===== config.mk =====
export PLATFORM = sky130hd
export DESIGN_NAME = hs_mem_fifo_sdpram_ctrl
export DESIGN_NICKNAME = d
export VERILOG_FILES = /design/src/rtl/hs_mem_fifo_pkg.sv /design/src/rtl/hs_mem_fifo_obuf.sv /design/src/rtl/hs_mem_fifo_sdpram_ctrl.sv
export SDC_FILE = /design/constraint.sdc
export NUM_CORES = 1
export LEC_CHECK = 0
export BUFFER_PORTS_ARGS = -buffer_cell sky130_fd_sc_hd__buf_2
export CAP_MARGIN = 40
export CORE_MARGIN = 2
export CORE_UTILIZATION = 44
export CTS_BUF_LIST = sky130_fd_sc_hd__clkbuf_2
export DETAILED_ROUTE_END_ITERATION = 12
export PLACE_DENSITY = 0.77
export SYNTH_ARGS = -nofsm -noshare
export SYNTH_HDL_FRONTEND = slang
export SYNTH_SLANG_ARGS = --single-unit
export TNS_END_PERCENT = 30

===== constraint.sdc =====
create_clock -name clk -period 7.2 [get_ports clk]
set_input_delay 1.08 -clock clk [delete_from_list [all_inputs] [get_ports clk]]
set_output_delay 1.08 -clock clk [all_outputs]
set_load 0.1 [all_outputs]

===== src/rtl/hs_mem_fifo_pkg.sv =====
// Shared constants and pointer helpers for the SDPRAM-backed FWFT FIFO controller.
package hs_mem_fifo_pkg;

   localparam int OBUF_DEPTH = 2;
   localparam int OBUF_IDX_W = $clog2(OBUF_DEPTH);
   localparam int OBUF_CNT_W = $clog2(OBUF_DEPTH + 1);

   // Pointers carry one extra wrap bit above the aw address bits.
   function automatic logic ptr_full(input logic [31:0] wptr, input logic [31:0] rptr,
                                     input int unsigned aw);
      logic [31:0] mask;
      logic [31:0] diff;
      mask = (32'd1 << (aw + 1)) - 32'd1;
      diff = (wptr ^ rptr) & mask;
      return diff == (32'd1 << aw);
   endfunction

   function automatic logic ptr_empty(input logic [31:0] wptr, input logic [31:0] rptr,
                                      input int unsigned aw);
      logic [31:0] mask;
      mask = (32'd1 << (aw + 1)) - 32'd1;
      return ((wptr ^ rptr) & mask) == 32'd0;
   endfunction

endpackage


===== src/rtl/hs_mem_fifo_obuf.sv =====
// Two-entry order-preserving output buffer that holds the FIFO head ahead of the RAM.
module hs_mem_fifo_obuf
   import hs_mem_fifo_pkg::*;
#(
   parameter type DATA_TYPE = logic [7:0]
) (
   input  logic                  clk,
   input  logic                  rst,
   input  logic                  push,
   input  DATA_TYPE              din,
   input  logic                  pop,
   output DATA_TYPE              dout,
   output logic [OBUF_CNT_W-1:0] cnt
);

   DATA_TYPE                mem [OBUF_DEPTH];
   logic [OBUF_IDX_W-1:0]   wr_idx;
   logic [OBUF_IDX_W-1:0]   rd_idx;

   // Push and pop may land on the same edge; they touch different slots so order holds.
   always_ff @(posedge clk) begin
      if (rst) begin
         wr_idx <= '0;
         rd_idx <= '0;
         cnt    <= '0;
      end else begin
         if (push) begin
            mem[wr_idx] <= din;
            wr_idx      <= wr_idx + 1'b1;
         end
         if (pop) begin
            rd_idx <= rd_idx + 1'b1;
         end
         cnt <= cnt + OBUF_CNT_W'(push) - OBUF_CNT_W'(pop);
      end
   end

   assign dout = mem[rd_idx];

endmodule


===== src/rtl/hs_mem_fifo_sdpram_ctrl.sv =====
// FWFT FIFO controller driving an external 1W/1R SDPRAM with one cycle of read latency.
// Optional direct-to-buffer path for pushes into an empty FIFO: HS_MEM_FIFO_CTRL_BYPASS_EN.
module hs_mem_fifo_sdpram_ctrl
   import hs_mem_fifo_pkg::*;
#(
   parameter type DATA_TYPE  = logic [7:0],
   parameter int  DATA_DEPTH = 16,
   localparam int ADDR_WIDTH = $clog2(DATA_DEPTH),
   localparam int LVL_WIDTH  = $clog2(DATA_DEPTH + 3)
) (
   input  logic                  clk,
   input  logic                  rst,
   input  logic                  s_valid,
   output logic                  s_ready,
   input  DATA_TYPE              s_data,
   output logic                  m_valid,
   input  logic                  m_ready,
   output DATA_TYPE              m_data,
   output logic [ADDR_WIDTH-1:0] ram_waddr,
   output DATA_TYPE              ram_wdata,
   output logic                  ram_wen,
   output logic [ADDR_WIDTH-1:0] ram_raddr,
   output logic                  ram_ren,
   input  DATA_TYPE              ram_rdata,
   output logic [LVL_WIDTH-1:0]  level
);

   if (DATA_DEPTH < 2 || (DATA_DEPTH & (DATA_DEPTH - 1)) != 0) begin : g_bad_depth
      $error("hs_mem_fifo_sdpram_ctrl: DATA_DEPTH must be a power of two >= 2");
   end

   logic [ADDR_WIDTH:0]   wptr;
   logic [ADDR_WIDTH:0]   rptr;
   logic [ADDR_WIDTH:0]   ram_cnt;
   logic                  inflight;
   logic                  full;
   logic                  empty;
   logic                  push;
   logic                  pop;
   logic                  byp;
   logic                  obuf_fill;
   DATA_TYPE              obuf_din;
   logic [OBUF_CNT_W-1:0] obuf_cnt;
   logic [2:0]            obuf_need;
   logic [2:0]            obuf_room;

   assign full    = ptr_full(32'(wptr), 32'(rptr), ADDR_WIDTH);
   assign empty   = ptr_empty(32'(wptr), 32'(rptr), ADDR_WIDTH);
   assign ram_cnt = wptr - rptr;

   assign s_ready = !rst && !full;
   assign m_valid = !rst && (obuf_cnt != '0);
   assign push    = s_valid && s_ready;
   assign pop     = m_valid && m_ready;

   // A read is only issued if the buffer can absorb it after this cycle's pop.
   assign obuf_need = 3'(obuf_cnt) + 3'(inflight);
   assign obuf_room = 3'(OBUF_DEPTH) + 3'(pop);

`ifdef HS_MEM_FIFO_CTRL_BYPASS_EN
   assign byp = push && empty && !inflight && (3'(obuf_cnt) < obuf_room);
`else
   assign byp = 1'b0;
`endif

   assign ram_wen   = push && !byp;
   assign ram_waddr = wptr[ADDR_WIDTH-1:0];
   assign ram_wdata = s_data;
   assign ram_ren   = !rst && !empty && (obuf_need < obuf_room);
   assign ram_raddr = rptr[ADDR_WIDTH-1:0];

   // Clearing inflight on reset is what drops read data returning just after reset.
   always_ff @(posedge clk) begin
      if (rst) begin
         wptr     <= '0;
         rptr     <= '0;
         inflight <= 1'b0;
      end else begin
         if (ram_wen) begin
            wptr <= wptr + 1'b1;
         end
         if (ram_ren) begin
            rptr <= rptr + 1'b1;
         end
         inflight <= ram_ren;
      end
   end

   assign obuf_fill = inflight || byp;
   assign obuf_din  = inflight ? ram_rdata : s_data;

   hs_mem_fifo_obuf #(
      .DATA_TYPE(DATA_TYPE)
   ) u_obuf (
      .clk  (clk),
      .rst  (rst),
      .push (obuf_fill),
      .din  (obuf_din),
      .pop  (pop),
      .dout (m_data),
      .cnt  (obuf_cnt)
   );

   assign level = LVL_WIDTH'(ram_cnt) + LVL_WIDTH'(inflight) + LVL_WIDTH'(obuf_cnt);

endmodule


==> run metrics, run 1 <==
status finished clean; max_slew headroom 58.77%; CP max stage delay 690 ps; Critical Path RT 6120 ps; Synth Register Bits 32; TritonCTS Buffers 5; commonest non-fill, non-tap cell in the layout buf_2; Fin Setup TNS 0 ps; area grow syn2layout 14.05%; Top FF cell, synth edfxtp_1; clk_skew 11.21 ps; actual slew at the worst max-slew pin 617.1 ps; post-synthesis sequential area ratio 42.81%; syn_area_per_cell 11.20 sq um; Clk Tree Root Cell clkbuf_2; clk sinks 32; Iteration-0 DRC Markers 65; die height 69.20 um; kind of end point of the critical path primary output; WL per Instance 12.66 um; die area 4789 sq um; post-synthesis async set-or-reset flop share 0%; Worst path slowest cell dfxtp_1; final setup fails 0; GR Util All Layers 14.73%; area of the core 4058 sq um; gr ovfl total 0; Final ANT Viol Nets 0; final slew viol count 0; io pins 53; post-CTS sizing 0; Synth cell types 35; commonest cells after routing, fill and taps aside 52 x buf_2, 16 x inv_1, 16 x mux2_2, 16 x dfxtp_1, 16 x edfxtp_1; Max-Cap Viols 0; via count 1288; antenna violations before repair 0; EDFF count, synth 16; Fin. Hold Viols 0; proportion of layout cells with a drive suffix above 1 41.15%; Clk Latency, worst-skew pair 370 ps; # hold bufs at CTS 0; design area 2133 sq um; Syn Nets 203; Initial Util 46.10%; Hold Path Stages 2; Die W 69.20 um; Remaining DRCs 0; WL final 3280 um; H-tree levels 2; CP Class reg -> out; RSZ-0062 raised after global routing false; Rows 23; arrival time worst endpoint 3180 ps; Hold/Removal Path Class reg -> reg; critical path fanouts, max 12; largest net degree at the start of global routing 22; CP Launch Type flip-flop; CTS Buffer Depth 2; Pre-antenna DRT Iters 4; first-pass GRT wire length 5582 um; CTS tree built; Post-Syn Instances 167; Filler cells 374; vias in the first global route 1271; maximum clock rate 0.2345 GHz; Seq. cell area 800.8 sq um; CP Cell Sequence inv_1 > ha_1 > fa_1 > fa_1 > inv_1 > a21o_1 > a21oi_1 > xnor2_1 > buf_2; # nets final 244; yosys warns 0; Tmin final 4265 ps; Netlist Area Pre-Place 1871 sq um; Antenna diodes 0; Final HPWL DP 2522 um; Reg2Reg Depth 6; RD Place Congestion 0.7616; Multi-input gate area 867.1 sq um; PortBufs 52; clock-pin slew on the worst setup and hold paths 170 ps; setup repair bufs after CTS 0; final worst-path cycle share 59.23%; Cell Area, Placed 2066 sq um; Via density 4.973
per-layer routing:
| layer | global-route usage, % | vias to the layer above | routed length [um] |
|---|---|---|---|
| met4 | 5.447 | 0 | 65 |
| met3 | 5.669 | 8 | 189 |
| met1 | 15.31 | 598 | 1319 |
| li1 | - | 647 | - |
| met5 | 0 | - | 0 |
| met2 | 26.71 | 35 | 1706 |
registers in the layout, summed over array words and instances, names as in the netlist, named ones only:
| register | flops |
|---|---|
| wptr | 5 |
| u_obuf.wr_idx | 1 |
| rptr | 5 |
| u_obuf.cnt | 2 |
| inflight | 1 |
| u_obuf.mem | 16 |
| u_obuf.rd_idx | 1 |
synthesized netlist by cell type (all sizes together) (2+ instances only):
master	n	area, sq um
or4	2	15.01
nor2	11	41.29
nand3	5	25.02
a21oi	8	40.04
a21o	2	15.01
xnor2	10	87.58
inv	16	60.06
ha	13	162.7
buf	17	131.4
clkbuf	3	11.26
or3	3	18.77
mux2	16	180.2
fa	3	60.06
edfxtp	16	480.5
o21ai	4	20.02
o31ai	4	40.03
nor3	2	10.01
xor2	3	41.29
dfxtp	16	320.3
worst paths after layout:
kind,endpoint,startpoint,slack [ps]
setup / recovery,level[4],inflight,2940
hold / removal,wptr[3],wptr[3],560
setup reg to reg,rptr[3],inflight,4890
hold reg to reg,wptr[3],wptr[3],560
logic make-up (layout without fill, tap and decap cells):
kind of cell,after synthesis,after routing,share of synthesized area [%]
AOI/OAI and AO/OA,26,26,10.23
and+or+nand+nor,27,27,7.157
adders and majority gates,16,16,11.91
buffers and inverters,36,78,10.84
xor gates and xnor gates,13,13,6.889
muxes,17,17,10.17
DFF,32,32,42.81
final cells by class:
type                       count  share of cell area (%)
clock buffer                   5                   1.173
clock inverter                 3                   1.994
timing repair buffer          54                   12.90
inverter                      16                   2.815
sequential                    32                   37.54
tap                           50                   2.933
multi-input combinational     99                   40.65
critical path: cells and delay by family, from the launching register on:
kind	cells	cell delay [ps]
adder cells (fa/ha/maj)	3	1140
flip-flops	1	690
buffers and inverters	3	670
AO/OA/AOI/OAI	2	170
XOR/XNOR	1	150
per-stage QoR:
stage               std cells  worst slack [ps]  utilization [%]  hold slack, ps
floorplan                 167              2429                -           479.9
global placement          249              3407            50.54           500.2
detailed placement        251              3310            50.91           506.4
CTS                       259              2869            52.57           551.9
global route              259              2660            52.57           580.7
finish                    259              2935            52.57           561.5
Power of run 1 is not shown: default switching activity piles up to over one toggle a cycle in this logic, so the estimate is an artifact.
==> run 2, diff against run 1 <==
- clock period: 7.2 -> 4.3 ns (I/O delays scaled with it)
==> run 2 against run 1 <==
Sequential share of layout area shrank 0.18 points. Flip-flop and latch count is the same. Worst hold slack lost 24 ps. Core utilization grew 0.25 points. Count of clock-buffer cells in the layout is the same. Via count shrank 1.5%. Critical path depth shrank 1. Highest routed layer unchanged. Setup slack lost 2100 ps. Die area is the same.
==> run metrics, run 2 (synthesis results as in run 1) <==
arrival time worst endpoint 2820 ps (-360 ps); RSZ-0062 raised after global routing false; WL final 3237 um (-1.3%); clk sinks 32 (unchanged); proportion of layout cells with a drive suffix above 1 41.90% (+0.76 points); max_slew headroom 60.45% (+1.7 points); setup repair bufs after CTS 0 (unchanged); Clk Latency, worst-skew pair 370 ps (about the same); # hold bufs at CTS 0 (unchanged); Max-Cap Viols 0 (unchanged); status finished clean; CP Launch Type flip-flop; Fin. Hold Viols 0 (unchanged); Final ANT Viol Nets 0 (unchanged); Critical Path RT 3650 ps (-2470 ps); final worst slack 832.4 ps (-2103 ps); Initial Util 46.10% (unchanged); Pre-antenna DRT Iters 4 (unchanged); CTS tree built; largest net degree at the start of global routing 22 (unchanged); H-tree levels 2 (unchanged); die area 4789 sq um (unchanged); Remaining DRCs 0 (unchanged); register-to-register setup slack 2060 ps (-2830 ps); max reg flops 16 (unchanged); Seq. cell area 800.8 sq um (unchanged); Tmin final 3468 ps; post-CTS sizing 0 (unchanged); final worst-path cycle share 80.64%; commonest cells after routing, fill and taps aside 54 x buf_2, 16 x inv_1, 16 x mux2_2, 16 x dfxtp_1, 16 x edfxtp_1; Largest Register u_obuf.mem; largest registers u_obuf.mem x16, rptr x5, wptr x5; # nets final 245 (+0.41%); vias in the first global route 1248 (-1.8%); antenna violations before repair 0 (unchanged); clock-pin slew on the worst setup and hold paths 170 ps (about the same); maximum clock rate 0.2884 GHz; Antenna diodes 0 (unchanged); first-pass GRT wire length 5616 um (+0.61%); Hold/Removal Path Class reg -> reg; Die W 69.20 um (unchanged); Iteration-0 DRC Markers 32 (-51%); Place WS 1246 ps (-2064 ps); area of the core 4058 sq um (unchanged); Rows 23 (unchanged); PortBufs 52 (unchanged); Fin Setup TNS 0 ps (unchanged); final setup fails 0 (unchanged); WL per Instance 12.45 um (-1.7%); actual slew at the worst max-slew pin 589.7 ps (-27.35 ps); Clk Tree Root Cell clkbuf_2; Via density 4.881 (-1.9%); area grow syn2layout 14.58%; Final HPWL DP 2492 um (-1.2%); kind of end point of the critical path primary output; clk_skew 6.136 ps (-5.073 ps); critical path fanouts, max 7 (-5); Filler cells 354 (-5.3%); die height 69.20 um (unchanged); CTS Buffer Depth 2 (unchanged); gr ovfl total 0 (unchanged); RD Place Congestion 0.7591 (-0.33%); final slew viol count 0 (unchanged); GR Util All Layers 14.53% (-0.21 points); io pins 53 (unchanged); commonest non-fill, non-tap cell in the layout buf_2; via count 1269 (-1.5%); CP Class reg -> out; Multi-input gate area 874.6 sq um (+0.87%); TritonCTS Buffers 5 (unchanged)
[run 2: area by class of cell]
cell class / count / area share [%]
multi-input combinational: 99 / 40.81
sequential: 32 / 37.36
timing repair buffer: 55 / 12.96
tap: 50 / 2.919
inverter: 16 / 2.802
clock inverter: 3 / 1.985
clock buffer: 5 / 1.168
[run 2: layer usage]
layer	global-route usage, %	wire length (um)	vias to the layer above
li1	-	-	652
met4	5.229	48	0
met5	0	0	-
met2	25.43	1687	29
met3	4.215	153	5
met1	16.82	1348	583
[run 2: path summary, 6_finish.rpt]
kind | cells after the start | endpoint | from
worst max-delay path | 8 | level[4] | rptr[0]
worst min-delay path | 2 | u_obuf.rd_idx | u_obuf.rd_idx
worst max register to register | 7 | rptr[3] | inflight
worst min register to register | 2 | u_obuf.rd_idx | u_obuf.rd_idx
[run 2: per-stage QoR]
| stage | utilization (%) | cells | hold WS, ps | instance area [sq um] |
|---|---|---|---|---|
| after floorplan | - | 167 | 479.9 | 1878 |
| after global placement | 50.91 | 250 | 497.5 | 2066 |
| after detailed placement | 51.16 | 252 | 507.6 | 2076 |
| after CTS | 52.82 | 260 | 545.0 | 2143 |
| after global routing | 52.82 | 260 | 554.6 | 2143 |
| final | 52.82 | 260 | 537.2 | 2143 |
[run 2: worst max-delay path, stage by stage (launching register included)]
cell and delay, ps:
dfxtp_1 510, ha_1 290, fa_1 400, fa_1 420, inv_1 70, a21o_1 100, a21oi_1 90, xnor2_2 140
buf_2 430
Power of run 2 is left out for the same reason.
==> run 3, diff against run 2 <==
- PLACE_DENSITY: 0.77 -> 0.8
- clock period: 4.3 -> 2.8 ns (I/O delays scaled with it)
==> run 3 against run 2 <==
The flow now finishes with violations (setup timing). Count of clock-buffer cells in the layout stayed put. Worst hold slack worse by 180 ps. Final cell count is 3.8% higher. Critical path depth is 1 lower. Core utilization is 5.7 points higher. Flip-flop and latch count stayed put. Setup slack worse by 900 ps. Register-to-register slack worse by 1500 ps. Sequential share of layout area is 3.3 points lower. Global-route usage is 2.0 points higher.
==> run metrics, run 3 (synthesis results as in run 1) <==
CTS tree built; WL final 3900 um (+20%); area grow syn2layout 26.96%; via count 1369 (+7.9%); Iteration-0 DRC Markers 41 (+28%); max reg flops 16 (unchanged); Crit path max-delay family adder cells; gr ovfl total 0 (unchanged); H-tree levels 2 (unchanged); critical path fanouts, max 2 (-5); Seq. cell area 809.5 sq um (+1.1%); Multi-input gate area 963.4 sq um (+10%); RSZ-0062 raised after global routing true; Remaining DRCs 0 (unchanged); commonest non-fill, non-tap cell in the layout buf_2; CP Class reg -> out; Place WS 98.48 ps (-1148 ps); final setup fails 1 (+1); final worst-path cycle share 102.4%; Final ANT Viol Nets 0 (unchanged); final worst slack -66.48 ps (-898.9 ps); clock-pin slew on the worst setup and hold paths 180 ps (about the same); Tmin final 2866 ps; io pins 53 (unchanged); largest net degree at the start of global routing 21 (-4.5%); largest registers u_obuf.mem x16, rptr x5, wptr x5; failing checks setup timing; kind of end point of the critical path primary output; # nets final 255 (+4.1%); Hold/Removal Path Class in -> reg; TritonCTS Buffers 5 (unchanged); Max-Cap Viols 0 (unchanged); Filler cells 339 (-4.2%); Initial Util 46.10% (unchanged); Pre-antenna DRT Iters 4 (unchanged); Cell Area, Placed 2251 sq um (+8.4%); WL per Instance 14.44 um (+16%); actual slew at the worst max-slew pin 578.9 ps (-10.81 ps); CP Launch Type flip-flop; Die W 69.20 um (unchanged); Final HPWL DP 2859 um (+15%); Non-Filler Instances 270 (+3.8%); max_slew headroom 61.11% (+0.66 points); final slew viol count 0 (unchanged); vias in the first global route 1438 (+15%); Fin. Hold Viols 0 (unchanged); Post-Place Cells 259 (+2.8%); commonest cells after routing, fill and taps aside 46 x buf_2, 16 x mux2_2, 16 x edfxtp_1, 13 x inv_1, 13 x buf_4; die height 69.20 um (unchanged); Largest Register u_obuf.mem; GR Util All Layers 16.55% (+2.0 points); Rows 23 (unchanged); CTS Buffer Depth 2 (unchanged); CP Cell Sequence fa_1 > inv_1 > ha_1 > a21o_1 > a21oi_2 > xnor2_2 > buf_12; Clk Tree Root Cell clkbuf_2; WP buf/inv 2 (unchanged); Clk Latency, worst-skew pair 380 ps (about the same); die area 4789 sq um (unchanged); RD Place Congestion 0.7666 (+0.99%); clk_skew 20.94 ps (+14.80 ps); Antenna diodes 0 (unchanged); Via density 5.070 (+3.9%); arrival time worst endpoint 2450 ps (-370 ps); design area 2375 sq um (+11%); Worst path slowest cell fa_1; PortBufs 52 (unchanged); maximum clock rate 0.3489 GHz; Critical Path RT 2380 ps (-1270 ps); area of the core 4058 sq um (unchanged); clk sinks 32 (unchanged); CP max stage delay 570 ps (+60 ps); status complete, but fails checks; antenna violations before repair 0 (unchanged); first-pass GRT wire length 6396 um (+14%); Layout Utilization 58.53% (+5.7 points); proportion of layout cells with a drive suffix above 1 52.27% (+10 points)
run 3: changes by cell type in the layout (fill, tap and decap cells not counted), sizes merged:
cell,previous run,this run
bufinv,1,0
clkinvlp,1,0
buf,55,64
clkbuf,5,6
clkinv,1,3
run 3: area by class of cell:
| class | count | share of cell area [%] |
|---|---|---|
| Inverter | 16 | 2.529 |
| Clock buffer | 5 | 1.054 |
| Clock inverter | 3 | 0.7903 |
| Multi-Input combinational cell | 99 | 40.57 |
| Tap cell | 50 | 2.634 |
| Sequential cell | 32 | 34.09 |
| Timing Repair Buffer | 65 | 18.34 |
run 3: path summary, 6_finish.rpt:
path / cells after the start / from / slack (ps) / to
setup / recovery: 7 / rptr[1] / -70 / level[3]
hold / removal: 2 / ram_rdata[1] / 360 / u_obuf.mem[1][1]
setup reg to reg: 7 / inflight / 520 / rptr[4]
hold reg to reg: 2 / u_obuf.rd_idx / 530 / flip-flop
run 3: timing repair:
action	CTS	global route
endpoints found under the setup margin	3	4
pin swaps	5	3
hold buffers	0	0
setup buffers	3	0
resized for setup	12	6
cloned	0	0
run 3: per-stage QoR:
step	setup TNS [ps]	hold WS [ps]
detailed placement	0	506.6
floorplan	-352.3	479.9
finish	-66.48	355.5
global placement	0	495.8
CTS	-141.2	340.7
global route	-309.0	312.6
run 3: routing by layer:
| metal | share of wire [%] | track usage [%] | wire [um] |
|---|---|---|---|
| met5 | 0 | 0 | 0 |
| met4 | 2.8 | 6.754 | 110 |
| met3 | 4.2 | 4.360 | 165 |
| met2 | 56 | 29.81 | 2177 |
| met1 | 37 | 18.38 | 1446 |
Power of run 3 is left out for the same reason.
